## src/rtl/sseg_num_writer_if.sv

```systemverilog
// Request/response and array-write signals between a gauge source, the
// number writer and the seven-segment digit array.
interface sseg_num_writer_if #(
    parameter int SSEG_BITS = 2,
    parameter int VAL_BITS  = 12
);
    logic                 start;
    logic [VAL_BITS-1:0]  value;
    logic                 dp_en;
    logic [SSEG_BITS-1:0] dp_pos;
    logic                 wr;
    logic [SSEG_BITS-1:0] sel;
    logic [3:0]           val;
    logic                 en;
    logic                 sign;
    logic                 dp;
    logic                 busy;
    logic                 ovf;
    logic                 done_tick;

    modport master (
        output start, value, dp_en, dp_pos,
        input  wr, sel, val, en, sign, dp, busy, ovf, done_tick
    );

    modport slave (
        input  start, value, dp_en, dp_pos,
        output wr, sel, val, en, sign, dp, busy, ovf, done_tick
    );
endinterface

```

## src/rtl/sseg_num_writer.sv

```systemverilog
// Converts a signed reading to BCD by double-dabble, then writes one digit per
// cycle to the seven-segment array with blanking, minus sign and decimal point.
module sseg_num_writer #(
    parameter int SSEG_BITS = 2,
    parameter int SSEG_N    = 4,
    parameter int VAL_BITS  = 12
) (
    input  logic             clk,
    input  logic             reset,
    sseg_num_writer_if.slave bus
);
    localparam int BCD_W = 4 * (SSEG_N + 1);
    localparam int CNT_W = $clog2(VAL_BITS + 1);

    typedef enum logic [1:0] {IDLE, CONV, WRITE, DONE} state_t;

    state_t               state_q, state_d;
    logic [VAL_BITS-1:0]  mag_q, mag_d;
    logic [BCD_W-1:0]     bcd_q, bcd_d, bcd_adj;
    logic [CNT_W-1:0]     cnt_q, cnt_d;
    logic [SSEG_BITS-1:0] idx_q, idx_d;
    logic [SSEG_BITS-1:0] dp_pos_q, dp_pos_d;
    logic                 neg_q, neg_d, dp_en_q, dp_en_d;
    logic                 wr_q, wr_d, en_q, en_d, sign_q, sign_d, dp_q, dp_d;
    logic                 busy_q, busy_d, ovf_q, ovf_d, done_q, done_d;
    logic [SSEG_BITS-1:0] sel_q, sel_d;
    logic [3:0]           val_q, val_d;
    logic [SSEG_BITS-1:0] msd, top;
    logic [3:0]           digit;
    logic                 ovf_now;

    // The BCD register is stable for the whole WRITE phase, so the display
    // decode is purely combinational on it.
    always_comb begin
        // NOTE: every always_comb output gets a default first so no path can infer a latch.
        msd   = '0;
        digit = '0;
        for (int i = 0; i < SSEG_N; i++) begin
            if (bcd_q[4*i +: 4] != 4'd0) msd = SSEG_BITS'(i);
            if (idx_q == SSEG_BITS'(i))  digit = bcd_q[4*i +: 4];
        end
        top     = (dp_en_q && dp_pos_q > msd) ? dp_pos_q : msd;
        ovf_now = (bcd_q[4*SSEG_N +: 4] != 4'd0) ||
                  (neg_q && (int'(top) + 1 > SSEG_N - 1));
    end

    always_comb begin
        state_d  = state_q;
        mag_d    = mag_q;
        bcd_d    = bcd_q;
        cnt_d    = cnt_q;
        idx_d    = idx_q;
        neg_d    = neg_q;
        dp_en_d  = dp_en_q;
        dp_pos_d = dp_pos_q;
        busy_d   = busy_q;
        ovf_d    = ovf_q;
        wr_d     = 1'b0;
        sel_d    = '0;
        val_d    = '0;
        en_d     = 1'b0;
        sign_d   = 1'b0;
        dp_d     = 1'b0;
        done_d   = 1'b0;

        bcd_adj = bcd_q;
        for (int i = 0; i <= SSEG_N; i++) begin
            if (bcd_adj[4*i +: 4] >= 4'd5) bcd_adj[4*i +: 4] = bcd_adj[4*i +: 4] + 4'd3;
        end

        case (state_q)
            IDLE: begin
                busy_d = 1'b0;
                if (bus.start) begin
                    // Unsigned negation keeps the most negative reading representable.
                    mag_d    = bus.value[VAL_BITS-1] ? -bus.value : bus.value;
                    neg_d    = bus.value[VAL_BITS-1];
                    dp_en_d  = bus.dp_en;
                    dp_pos_d = bus.dp_pos;
                    bcd_d    = '0;
                    cnt_d    = '0;
                    idx_d    = '0;
                    busy_d   = 1'b1;
                    state_d  = CONV;
                end
            end
            CONV: begin
                bcd_d = (bcd_adj << 1) | BCD_W'(mag_q[VAL_BITS-1]);
                mag_d = mag_q << 1;
                cnt_d = cnt_q + 1'b1;
                if (cnt_q == CNT_W'(VAL_BITS - 1)) state_d = WRITE;
            end
            WRITE: begin
                wr_d  = 1'b1;
                sel_d = idx_q;
                if (idx_q == '0) ovf_d = ovf_now;
                if (ovf_now) begin
                    en_d   = 1'b1;
                    sign_d = 1'b1;
                end else begin
                    if (idx_q <= top) begin
                        en_d  = 1'b1;
                        val_d = digit;
                    end else if (neg_q && int'(idx_q) == int'(top) + 1) begin
                        en_d   = 1'b1;
                        sign_d = 1'b1;
                    end
                    dp_d = dp_en_q && (idx_q == dp_pos_q);
                end
                idx_d = idx_q + 1'b1;
                if (idx_q == SSEG_BITS'(SSEG_N - 1)) state_d = DONE;
            end
            DONE: begin
                done_d  = 1'b1;
                state_d = IDLE;
            end
            default: state_d = IDLE;
        endcase
    end

    always_ff @(posedge clk or negedge reset) begin
        if (!reset) begin
            // NOTE: state uses non-blocking assignments so every flop samples pre-edge values.
            state_q  <= IDLE;
            mag_q    <= '0;
            bcd_q    <= '0;
            cnt_q    <= '0;
            idx_q    <= '0;
            neg_q    <= 1'b0;
            dp_en_q  <= 1'b0;
            dp_pos_q <= '0;
            busy_q   <= 1'b0;
            ovf_q    <= 1'b0;
            wr_q     <= 1'b0;
            sel_q    <= '0;
            val_q    <= '0;
            en_q     <= 1'b0;
            sign_q   <= 1'b0;
            dp_q     <= 1'b0;
            done_q   <= 1'b0;
        end else begin
            state_q  <= state_d;
            mag_q    <= mag_d;
            bcd_q    <= bcd_d;
            cnt_q    <= cnt_d;
            idx_q    <= idx_d;
            neg_q    <= neg_d;
            dp_en_q  <= dp_en_d;
            dp_pos_q <= dp_pos_d;
            busy_q   <= busy_d;
            ovf_q    <= ovf_d;
            wr_q     <= wr_d;
            sel_q    <= sel_d;
            val_q    <= val_d;
            en_q     <= en_d;
            sign_q   <= sign_d;
            dp_q     <= dp_d;
            done_q   <= done_d;
        end
    end

    assign bus.wr        = wr_q;
    assign bus.sel       = sel_q;
    assign bus.val       = val_q;
    assign bus.en        = en_q;
    assign bus.sign      = sign_q;
    assign bus.dp        = dp_q;
    assign bus.busy      = busy_q;
    assign bus.ovf       = ovf_q;
    assign bus.done_tick = done_q;
endmodule

```

## src/flat_wrapper.sv

```systemverilog
// flat-port wrapper written by rule: the top's interface ports become plain ports
module sseg_num_writer_flat 
#(
    parameter int SSEG_BITS = 2,
    parameter int SSEG_N    = 4,
    parameter int VAL_BITS  = 12
)
  (clk, reset, bus_start, bus_value, bus_dp_en, bus_dp_pos, bus_wr, bus_sel, bus_val, bus_en, bus_sign, bus_dp, bus_busy, bus_ovf, bus_done_tick);
  sseg_num_writer_if #(.SSEG_BITS(SSEG_BITS), .VAL_BITS(VAL_BITS)) bus_i ();
  input  logic clk;
  input  logic reset;
  input wire logic [$bits(bus_i.start)-1:0] bus_start;
  input wire logic [$bits(bus_i.value)-1:0] bus_value;
  input wire logic [$bits(bus_i.dp_en)-1:0] bus_dp_en;
  input wire logic [$bits(bus_i.dp_pos)-1:0] bus_dp_pos;
  output wire logic [$bits(bus_i.wr)-1:0] bus_wr;
  output wire logic [$bits(bus_i.sel)-1:0] bus_sel;
  output wire logic [$bits(bus_i.val)-1:0] bus_val;
  output wire logic [$bits(bus_i.en)-1:0] bus_en;
  output wire logic [$bits(bus_i.sign)-1:0] bus_sign;
  output wire logic [$bits(bus_i.dp)-1:0] bus_dp;
  output wire logic [$bits(bus_i.busy)-1:0] bus_busy;
  output wire logic [$bits(bus_i.ovf)-1:0] bus_ovf;
  output wire logic [$bits(bus_i.done_tick)-1:0] bus_done_tick;
  assign bus_i.start = bus_start;
  assign bus_i.value = bus_value;
  assign bus_i.dp_en = bus_dp_en;
  assign bus_i.dp_pos = bus_dp_pos;
  assign bus_wr = bus_i.wr;
  assign bus_sel = bus_i.sel;
  assign bus_val = bus_i.val;
  assign bus_en = bus_i.en;
  assign bus_sign = bus_i.sign;
  assign bus_dp = bus_i.dp;
  assign bus_busy = bus_i.busy;
  assign bus_ovf = bus_i.ovf;
  assign bus_done_tick = bus_i.done_tick;
  sseg_num_writer #(.SSEG_BITS(SSEG_BITS), .SSEG_N(SSEG_N), .VAL_BITS(VAL_BITS)) u_core (.clk(clk), .reset(reset), .bus(bus_i));
endmodule
```

## config.mk

```make
export PLATFORM = sky130hd
export DESIGN_NAME = sseg_num_writer_flat
export DESIGN_NICKNAME = d
export VERILOG_FILES = /design/src/rtl/sseg_num_writer_if.sv /design/src/rtl/sseg_num_writer.sv /design/src/flat_wrapper.sv
export SDC_FILE = /design/constraint.sdc
export NUM_CORES = 1
export LEC_CHECK = 0
export BUFFER_PORTS_ARGS = -buffer_cell sky130_fd_sc_hd__clkbuf_2
export CORE_MARGIN = 10
export CORE_UTILIZATION = 30
export DETAILED_ROUTE_END_ITERATION = 6
export GPL_TIMING_DRIVEN = 0
export HOLD_SLACK_MARGIN = 0.1
export PLACE_DENSITY = 0.57
export SYNTH_ARGS = -nofsm -noshare
export SYNTH_HDL_FRONTEND = slang
export SYNTH_SLANG_ARGS = --single-unit
```

## constraint.sdc

```tcl
create_clock -name clk -period 3.6 [get_ports clk]
set_input_delay 0.72 -clock clk [delete_from_list [all_inputs] [get_ports clk]]
set_output_delay 0.72 -clock clk [all_outputs]
set_load 0.005 [all_outputs]
```

==> flow_summary.json <==
{
  "status": "complete, no violations",
  "drive_gt1_frac": 0.1888,
  "antenna_found_initial": 0,
  "ys_seq_area_frac": 0.4294,
  "hpwl_um": 5449,
  "start_kind": "flop",
  "leakage_nw": 1.754,
  "grt_use_total": 0.09986,
  "cp_slowest_cell": "dfrtp_1",
  "p_comb_frac": 0.474,
  "total_power_w": 0.003077,
  "avgSynthCellArea_sq_um": 9.742,
  "max_freq_ghz": 0.2843,
  "maxSlewViolCount": 0,
  "yosysWarnings": 0,
  "skew_ns": 0.009314,
  "numCtsBuffers": 9,
  "globalplace.congestion": 0.7716,
  "path_cells": "inv_2 -> ha_1 -> or3b_4 -> nor4b_4 -> ha_1 -> nor2b_1 -> o211ai_1 -> mux2_4 -> ha_4 -> xor2_1 -> nor4b_2 -> nor3b_2 -> o21a_1",
  "row_count": 38,
  "cts_tree": "done",
  "finalHoldViolations": 0,
  "fillers": 1135,
  "power_density_nw_per_um2": 771.4,
  "busiest_layer": "met2",
  "drv_cap": 0,
  "min_path_type": "input port to asynchronous set/reset pin",
  "regToRegSetupSlack_ns": 0.08,
  "final_common_cell": "dfrtp_1",
  "setup_ws_ns": 0.08256,
  "insertion_delay_ns": 0.34,
  "die_area_sq_um": 15680,
  "mostFrequentLayoutCells": "dfrtp_1 (57), clkbuf_2 (30), o21ai_0 (29)",
  "port-buffer-count": 30,
  "root_buffer": "clkbuf_8",
  "synth_nets": 385,
  "mappedNetlistArea_sq_um": 3322,
  "dp_slack_ns": -0.3371,
  "detail-route-antenna-nets": 0,
  "multiInputGateArea_sq_um": 1828,
  "async_reset_ff_frac": 1.000,
  "antenna_cells": 0,
  "wl_um": 7717,
  "crit_top_cell": "ha_1",
  "peakVddDrop_mv": 0.2835,
  "drc_errors": 0,
  "max_stage_delay_ns": 0.39,
  "use_met1": 0.1267,
  "cts_max_path_buffers": 2,
  "grt_first_pass_wirelength_um": 13190,
  "switching_share": 0.4064,
  "synth_cell_types": 49,
  "synth-edff-count": 0,
  "synthesis.instances": 341,
  "die_w_um": 125.2,
  "clk_pin_slew_ns": 0.06,
  "grt_overflow": 0,
  "start_util": 0.3064,
  "path_max_fanout": 5,
  "use_met2": 0.1543,
  "met3_usage": 0.02493,
  "setup_viol": 0,
  "drt_first_pass_iters": 4,
  "clockPowerShare": 0.214,
  "cts_num_sinks": 57,
  "layout_min_cycle_time_ns": 3.517,
  "power_frac_seq": 0.313,
  "crit_buf_inv": 1,
  "die_h_um": 125.2,
  "grt_max_degree": 58,
  "core-area_sq_um": 10840,
  "intPower_w": 0.001827,
  "viasPerCell": 5.068,
  "vias": 2696,
  "holdWs_ns": 0.4825,
  "grt_pass1_vias": 2718,
  "synth_seq_cells": 57,
  "layout.nets": 432,
  "cp.arrival_ns": 3.80,
  "critical_path_class": "flop to flop",
  "io_pins": 31,
  "cp.required_ns": 3.88,
  "power_switching_w": 0.001250,
  "area.growth.synth_to_final_pct": 20.08,
  "max-slew-margin-rel": 0.4648,
  "finalCritPeriodShare": 0.9771,
  "tightest_slew_ns": 0.8029,
  "crit_path_end_kind": "flop",
  "drt_iter0_markers": 115,
  "cts_max_level": 3,
  "cpLargestDelayFamily": "simple AND/OR/NAND/NOR gates",
  "wl_per_cell_um": 14.51,
  "seq_area_sq_um": 1426,
  "synthFlopType": "dfrtp_1"
}
==> logic make-up (layout without fill, tap and decap cells) <==
kind of cell             after synthesis  count (layout)  synth area share
XOR/XNOR                              20              20           0.05273
AO/OA/AOI/OAI                         98              98            0.1951
adder cells (fa/ha/maj)               26              26           0.09793
buffers and inverters                 40              91           0.04557
AND/OR/NAND/NOR                       87              87            0.1379
flip-flops                            57              57            0.4294
multiplexers                          13              13           0.04143
==> final timing paths <==
check,endpoint,depth (start not counted),startpoint
max in group asynchronous,u_core.bcd_q[19]$_DFFE_PN0P_,1,reset
hold / removal,u_core.bus.done_tick$_DFF_PN0_,1,reset
setup / recovery,u_core.bus.sign$_DFF_PN0_,13,u_core.bcd_q[9]$_DFFE_PN0P_
hold reg to reg,u_core.bcd_q[0]$_DFFE_PN0P_,2,u_core.mag_q[11]$_DFFE_PN0P_
setup reg to reg,u_core.bus.sign$_DFF_PN0_,13,u_core.bcd_q[9]$_DFFE_PN0P_
min in group clk,u_core.bcd_q[0]$_DFFE_PN0P_,2,u_core.mag_q[11]$_DFFE_PN0P_
==> state kept, by name, summed over array words and instances (netlist names), 2 cells and up <==
name             count
u_core.bcd_q        20
u_core.bus.val       4
u_core.idx_q         2
u_core.state_q       2
u_core.mag_q        12
u_core.cnt_q         4
u_core.bus.sel       2
u_core.dp_pos_q      2
==> area by class of cell <==
type,count,share of cell area
tap,140,0.04391
timing repair buffer,36,0.04956
inverter,22,0.02070
multi-input combinational,244,0.4583
buffer,18,0.01725
sequential,57,0.3576
clock inverter,3,0.01631
clock buffer,12,0.03639
==> Yosys cell counts (3+ instances only) <==
cell,number,share of area
dfrtp_1,57,0.43
o21ai_0,30,0.045
nand2_1,28,0.032
ha_1,26,0.098
inv_1,22,0.025
a21oi_1,20,0.030
nor2_1,17,0.019
clkbuf_1,14,0.016
xnor2_1,13,0.034
nand2b_1,8,0.015
nor3_1,8,0.012
o22ai_1,8,0.015
o31ai_1,8,0.018
mux2i_1,7,0.021
xor2_1,7,0.018
a32o_1,6,0.018
mux2_2,6,0.020
a221oi_1,4,0.011
and2_1,3,0.0057
buf_1,3,0.0034
nor2b_1,3,0.0057
nor3b_1,3,0.0068
o21a_1,3,0.0068
o32ai_1,3,0.0079
o41ai_1,3,0.0079
==> per-layer routing <==
metal / share of wire / vias up
met2: 0.46 / 49
met4: 0.024 / 0
met1: 0.49 / 1315
met5: 0 / -
met3: 0.033 / 15
li1: - / 1317
==> power groups by stage <==
| stage | logic (W) | clock network (W) | registers, W |
|---|---|---|---|
| floorplan | 0.000924 | 0 | 0.000936 |
| detailed placement | 0.00127 | 0 | 0.000969 |
| global route | 0.00167 | 0.000698 | 0.000987 |
| finish | 0.00146 | 0.000657 | 0.000962 |
| CTS | 0.00133 | 0.000673 | 0.000963 |
| global placement | 0.00123 | 0 | 0.000965 |
==> through the flow <==
stage | cell area, sq um | util | setup TNS (ns) | std cells
final | 3989 | 0.3680 | 0 | 532
after global routing | 3989 | 0.3680 | -0.1264 | 532
after CTS | 3894 | 0.3592 | -0.004439 | 528
after detailed placement | 3650 | 0.3367 | -1.706 | 511
after global placement | 3647 | 0.3365 | -1.285 | 511
after floorplan | 3322 | - | 0 | 341
==> repair_timing <==
item	4_1_cts	5_1_grt
endpoints found under the hold margin	0	0
resized for setup	6	10
pin swaps	2	4
hold buffers	0	0
setup endpoints to repair	6	6
setup buffers	2	4
gates cloned	0	0
(Power assumes the default switching activity.)
